### config.mk
export PLATFORM = sky130hd
export DESIGN_NAME = keyboard_tx_queue
export DESIGN_NICKNAME = d
export VERILOG_FILES = /design/src/rtl/keyboard_tx_queue.sv
export SDC_FILE = /design/constraint.sdc
export NUM_CORES = 1
export LEC_CHECK = 0
export CAP_MARGIN = 20
export CORE_MARGIN = 3
export CORE_UTILIZATION = 26
export DETAILED_ROUTE_END_ITERATION = 12
export GPL_TIMING_DRIVEN = 0
export PLACE_DENSITY = 0.39
export SLEW_MARGIN = 20
export SYNTH_ARGS = -nofsm -noshare
export SYNTH_HDL_FRONTEND = slang
export SYNTH_SLANG_ARGS = --single-unit
### constraint.sdc
create_clock -name clk -period 3.3 [get_ports clk]
set_clock_uncertainty 0.2 [all_clocks]
set_input_delay 0.825 -clock clk [delete_from_list [all_inputs] [get_ports clk]]
set_output_delay 0.825 -clock clk [all_outputs]
set_load 0.05 [all_outputs]
### src/rtl/keyboard_tx_queue.sv
// keyboard_tx_queue: buffers keystrokes for the UART transmitter and
// expands cursor keys into VT100 escape sequences (ESC [ A..D).
module keyboard_tx_queue #(
  parameter int DEPTH        = 16,
  parameter int BUSY_TIMEOUT = 4
) (
  input  logic                   clk,
  input  logic                   rst,
  input  logic                   keyValid,
  input  logic [7:0]             keyCode,
  input  logic                   txBusy,
  output logic                   txStart,
  output logic [7:0]             txData,
  output logic                   overflow,
  output logic [$clog2(DEPTH):0] level,
  output logic                   idle
);

  localparam int AW = $clog2(DEPTH);
  localparam int LW = AW + 1;
  localparam int CW = $clog2(BUSY_TIMEOUT + 1);

  typedef enum logic [1:0] {
    EX_IDLE,
    EX_BRACKET,
    EX_LETTER
  } ex_state_t;

  typedef enum logic [1:0] {
    DR_IDLE,
    DR_WAIT_HI,
    DR_WAIT_LO
  } dr_state_t;

  logic [7:0]    mem [DEPTH];
  logic [AW:0]   wptr;
  logic [AW:0]   rptr;
  logic          empty;
  logic [LW-1:0] free;
  logic [LW-1:0] level_n;

  ex_state_t     ex_q;
  ex_state_t     ex_n;
  logic [1:0]    arrow_q;
  logic [1:0]    arrow_n;
  logic          push;
  logic [7:0]    push_data;
  logic          ovf_set;
  logic          is_lit;
  logic          is_arw;

  dr_state_t     dr_q;
  dr_state_t     dr_n;
  logic [CW-1:0] cnt_q;
  logic [CW-1:0] cnt_n;
  logic          pop;
  logic          start_n;

  assign empty  = (wptr == rptr);
  assign free   = LW'(DEPTH) - level;
  assign is_lit = ~keyCode[7];
  assign is_arw = keyCode[7] & ~|keyCode[6:2];

  always_comb begin
    level_n = level;
    if (push && !pop)
      level_n = level + LW'(1);
    else if (!push && pop)
      level_n = level - LW'(1);
  end

  // Expander: accept keys, reserve space, emit ESC [ letter for arrows.
  always_comb begin
    ex_n      = ex_q;
    arrow_n   = arrow_q;
    push      = 1'b0;
    push_data = 8'h00;
    ovf_set   = 1'b0;
    unique case (ex_q)
      EX_IDLE: begin
        if (keyValid) begin
          unique case (1'b1)
            is_lit: begin
              if (free >= LW'(1)) begin
                push      = 1'b1;
                push_data = keyCode;
              end else begin
                ovf_set = 1'b1;
              end
            end
            is_arw: begin
              if (free >= LW'(3)) begin
                push      = 1'b1;
                push_data = 8'h1B;
                arrow_n   = keyCode[1:0];
                ex_n      = EX_BRACKET;
              end else begin
                ovf_set = 1'b1;
              end
            end
            default: ;
          endcase
        end
      end
      EX_BRACKET: begin
        push      = 1'b1;
        push_data = 8'h5B;
        ovf_set   = keyValid;
        ex_n      = EX_LETTER;
      end
      EX_LETTER: begin
        push      = 1'b1;
        push_data = 8'h41 + {6'b0, arrow_q};
        ovf_set   = keyValid;
        ex_n      = EX_IDLE;
      end
      default: ex_n = EX_IDLE;
    endcase
  end

  // Drain: start a byte, then wait for the busy pulse or a timeout.
  always_comb begin
    dr_n    = dr_q;
    cnt_n   = cnt_q;
    pop     = 1'b0;
    start_n = 1'b0;
    unique case (dr_q)
      DR_IDLE: begin
        if (!empty && !txBusy) begin
          start_n = 1'b1;
          pop     = 1'b1;
          cnt_n   = '0;
          dr_n    = DR_WAIT_HI;
        end
      end
      DR_WAIT_HI: begin
        if (txBusy)
          dr_n = DR_WAIT_LO;
        else if (cnt_q == CW'(BUSY_TIMEOUT - 1))
          dr_n = DR_IDLE;
        else
          cnt_n = cnt_q + CW'(1);
      end
      DR_WAIT_LO: begin
        if (!txBusy)
          dr_n = DR_IDLE;
      end
      default: dr_n = DR_IDLE;
    endcase
  end

  // Storage array, written at the tail pointer.
  always_ff @(posedge clk) begin
    if (push)
      mem[wptr[AW-1:0]] <= push_data;
  end

  // State, pointers and registered outputs.
  always_ff @(posedge clk) begin
    if (rst) begin
      wptr     <= '0;
      rptr     <= '0;
      level    <= '0;
      ex_q     <= EX_IDLE;
      arrow_q  <= 2'b00;
      dr_q     <= DR_IDLE;
      cnt_q    <= '0;
      txStart  <= 1'b0;
      txData   <= 8'h00;
      overflow <= 1'b0;
      idle     <= 1'b1;
    end else begin
      if (push)
        wptr <= wptr + (AW+1)'(1);
      if (pop) begin
        rptr   <= rptr + (AW+1)'(1);
        txData <= mem[rptr[AW-1:0]];
      end
      level    <= level_n;
      ex_q     <= ex_n;
      arrow_q  <= arrow_n;
      dr_q     <= dr_n;
      cnt_q    <= cnt_n;
      txStart  <= start_n;
      overflow <= overflow | ovf_set;
      idle     <= (level_n == '0) &&
                  (ex_n == EX_IDLE) &&
                  (dr_n == DR_IDLE);
    end
  end

endmodule

==> results_dict.tcl <==
set metrics [dict create \
    utilization 0.346 \
    critPathLaunchType "register" \
    io_pins 28 \
    r2r-start "level[0]$_SDFF_PP0_" \
    track_usage 0.131 \
    initial_core_util 0.268 \
    hold_viol_final 0 \
    ys_warn_count 0 \
    end_kind "register" \
    grt_max_degree 17 \
    clkSinkCount 146 \
    n_antenna_cell 0 \
    fin_nets 520 \
    period_share 0.963 \
    hold_class "reg2reg" \
    setup_viol 0 \
    dp_hpwl_mm 10.9 \
    criticalPathCategory "reg2reg" \
    die_y_um 163 \
    tightest_slew_ns 0.958 \
    num_rows 56 \
    ys_types 59 \
    wl_mm 16.6 \
    synth-seq-area-share 0.633 \
    drtIter0Drc 202 \
    area_delta_synth_final_pct 29.0 \
    root_buffer "clkbuf_16" \
    rrSetupSlack_ns 0.12 \
    syn_avg_cell_area_um2 15.1 \
    cp.required_ns 3.41 \
    grt_pass1_wl_mm 24.9 \
    maxCapViolCount 0 \
    synth_area_leaders "edfxtp_1 (53%), mux4_2 (12%), dfxtp_1 (11%), ha_1 (3.1%), nor2_1 (3.1%)" \
    synth_flop_cell "edfxtp_1" \
    viasPerCell 4.61 \
    synth_nets 452 \
    synth_xor_area_frac 0.0192 \
    pwr_density_cell_nw_per_um2 614 \
    report.final.slew_viol_count 0 \
    synth_top_family_by_area "multiplexers" \
    drc_errors 0 \
    core_area_um2 23800 \
    cts.htree.levels 4 \
    synth-simple-area-share 0.0921 \
    port_buffers 25 \
    die_w_um 163 \
    ys_ff_latch 146 \
    ir_drop_mv 0.309 \
    outcome "finished clean" \
    grt-ovfl-total 0 \
    synthAdderAreaFrac 0.0313 \
    wl_per_cell_um 20.1 \
    place.gp.congestion 0.753 \
    arrival_ns 3.29 \
    async_flop_share 0 \
    tritoncts "built" \
    leakagePower_uw 0.00272 \
    slew_headroom 0.361 \
    clk_pin_slew_ns 0.07 \
    muxShareOfSynthArea 0.139 \
    netlist.area_leader.share 0.527 \
    synth_compound_area_frac 0.0617 \
    first_pass_iters 5 \
    setup_tns_ns 0 \
    ant_nets 0 \
    die-area_um2 26500 \
    clk_path_buf_depth 2 \
    antenna_found_initial 0 \
    clock.fmax_mhz 315 \
    drive_gt1_frac 0.287 \
    layout_min_cycle_time_ns 3.18 \
    synth-edff-count 112 \
    startpoint "level[0]$_SDFF_PP0_" \
    grt_pass1_vias 3881 \
    syn_area_um2 6390 \
    synth_cells 424 \
    rsz0062_at_grt "yes" \
    vias 3802 \
    min-delay-start "overflow$_SDFF_PP0_" \
    insertion_delay_ns 0.42 \
    critPathMaxFanout 10 \
    yosys.area.top_type "edfxtp_1" \
    numCtsBuffers 17 \
]
-- layout make-up --
cell class,instances,area [um2]
clock inverters,14,135
flip-flops and latches,146,4050
fillers,2347,15600
inverters,12,45.0
clock buffers,18,429
repair buffers,52,631
well taps,319,399
multi-input cells,244,2450
plain buffers,19,100
-- per-stage QoR --
step | total power (uW) | hold slack, ns | area (um2) | setup WS (ns) | cells
finish | 5060 | 0.280 | 8240 | 0.121 | 824
floorplan | 2830 | 0.252 | 6460 | -0.171 | 424
global placement | 3130 | 0.262 | 7110 | -1.65 | 768
detailed placement | 3140 | 0.270 | 7150 | -0.764 | 769
global route | 5300 | 0.306 | 8240 | -0.0516 | 824
CTS | 5070 | 0.279 | 8150 | 0.0285 | 821
-- report_power, final --
group	leakage [uW]	internal [uW]	total [uW]	switching (uW)
clock network	0.000277	1000	1860	856
registers	0.00131	2040	2090	51.1
logic	0.00113	480	1110	625
total	0.00272	3530	5060	1530
-- synthesized netlist by cell type, drive strengths merged, types with 2 or more instances --
| library cell | count |
|---|---|
| edfxtp | 112 |
| nor2 | 52 |
| mux4 | 35 |
| dfxtp | 34 |
| ha | 16 |
| nand2 | 16 |
| nor3 | 16 |
| a21oi | 14 |
| clkbuf | 14 |
| inv | 12 |
| mux2i | 10 |
| o21ai | 9 |
| buf | 8 |
| xnor2 | 8 |
| xor2 | 6 |
| a211oi | 4 |
| and2 | 4 |
| nand2b | 4 |
| nand3 | 4 |
| nor2b | 4 |
| a31oi | 3 |
| o21a | 3 |
| a22oi | 2 |
| a311oi | 2 |
| and3 | 2 |
| nand3b | 2 |
| nand4 | 2 |
| nor3b | 2 |
| o211a | 2 |
| o211ai | 2 |
| or3 | 2 |
| or4 | 2 |
-- metal layers --
metal  global-route usage  up-vias  share of wire
met2                0.219       63           0.50
li1                     -     1768              -
met5                    0        -              0
met3               0.0282        9          0.034
met1                0.172     1962           0.46
met4               0.0381        0         0.0089
-- registers in the layout, summed over array words and instances, names as in the netlist --
| signal | count |
|---|---|
| mem | 112 |
| txData | 7 |
| level | 5 |
| rptr | 5 |
| wptr | 5 |
| cnt_q | 3 |
| arrow_q | 2 |
| dr_q | 2 |
| ex_q | 2 |
| idle | 1 |
| overflow | 1 |
| txStart | 1 |
-- kinds of logic after synthesis --
logic type      Yosys count
compound gates           51
xor+xnor                 14
fa+ha+maj                16
buf+inv                  34
flops                   146
mux                      45
other cells               1
simple gates            117
-- placed cells by master (no fill, tap or decap), types with 6 or more instances in the layout --
master,n
xor2_1,6
clkdlybuf4s50_1,25
nor2_4,12
nor3_1,10
nor3_4,6
buf_4,12
nor2_1,37
nand2_1,12
clkbuf_16,17
mux4_2,35
inv_6,6
edfxtp_1,112
xnor2_1,8
buf_12,13
a21oi_1,10
clkbuf_1,12
mux2i_1,10
o21ai_0,6
dfxtp_1,32
ha_1,16
inv_1,12
-- worst max-delay path: stages, from the launching register on --
cell and delay (ns):
dfxtp_4 0.36, buf_6 0.14, inv_1 0.06, ha_1 0.30, buf_6 0.14, nor3_4 0.16, and4b_4 0.27, a311oi_4 0.07
a221oi_4 0.51, nor3_1 0.10, a311o_1 0.35, a211o_1 0.28, o211a_1 0.12
-- path summary, 6_finish.rpt --
kind / to / cells past startpoint
worst max register to register: idle$_SDFF_PP1_ / 12
worst min register to register: overflow$_SDFF_PP0_ / 2
worst max-delay path: idle$_SDFF_PP1_ / 12
worst min-delay path: overflow$_SDFF_PP0_ / 2
-- what timing repair did --
item,in CTS,in global routing
resized for setup,28,10
pin swaps,19,11
hold buffers,0,0
endpoints found under the setup margin,207,166
setup buffers,20,6
No activity file was read; power rests on OpenSTA's default activity.
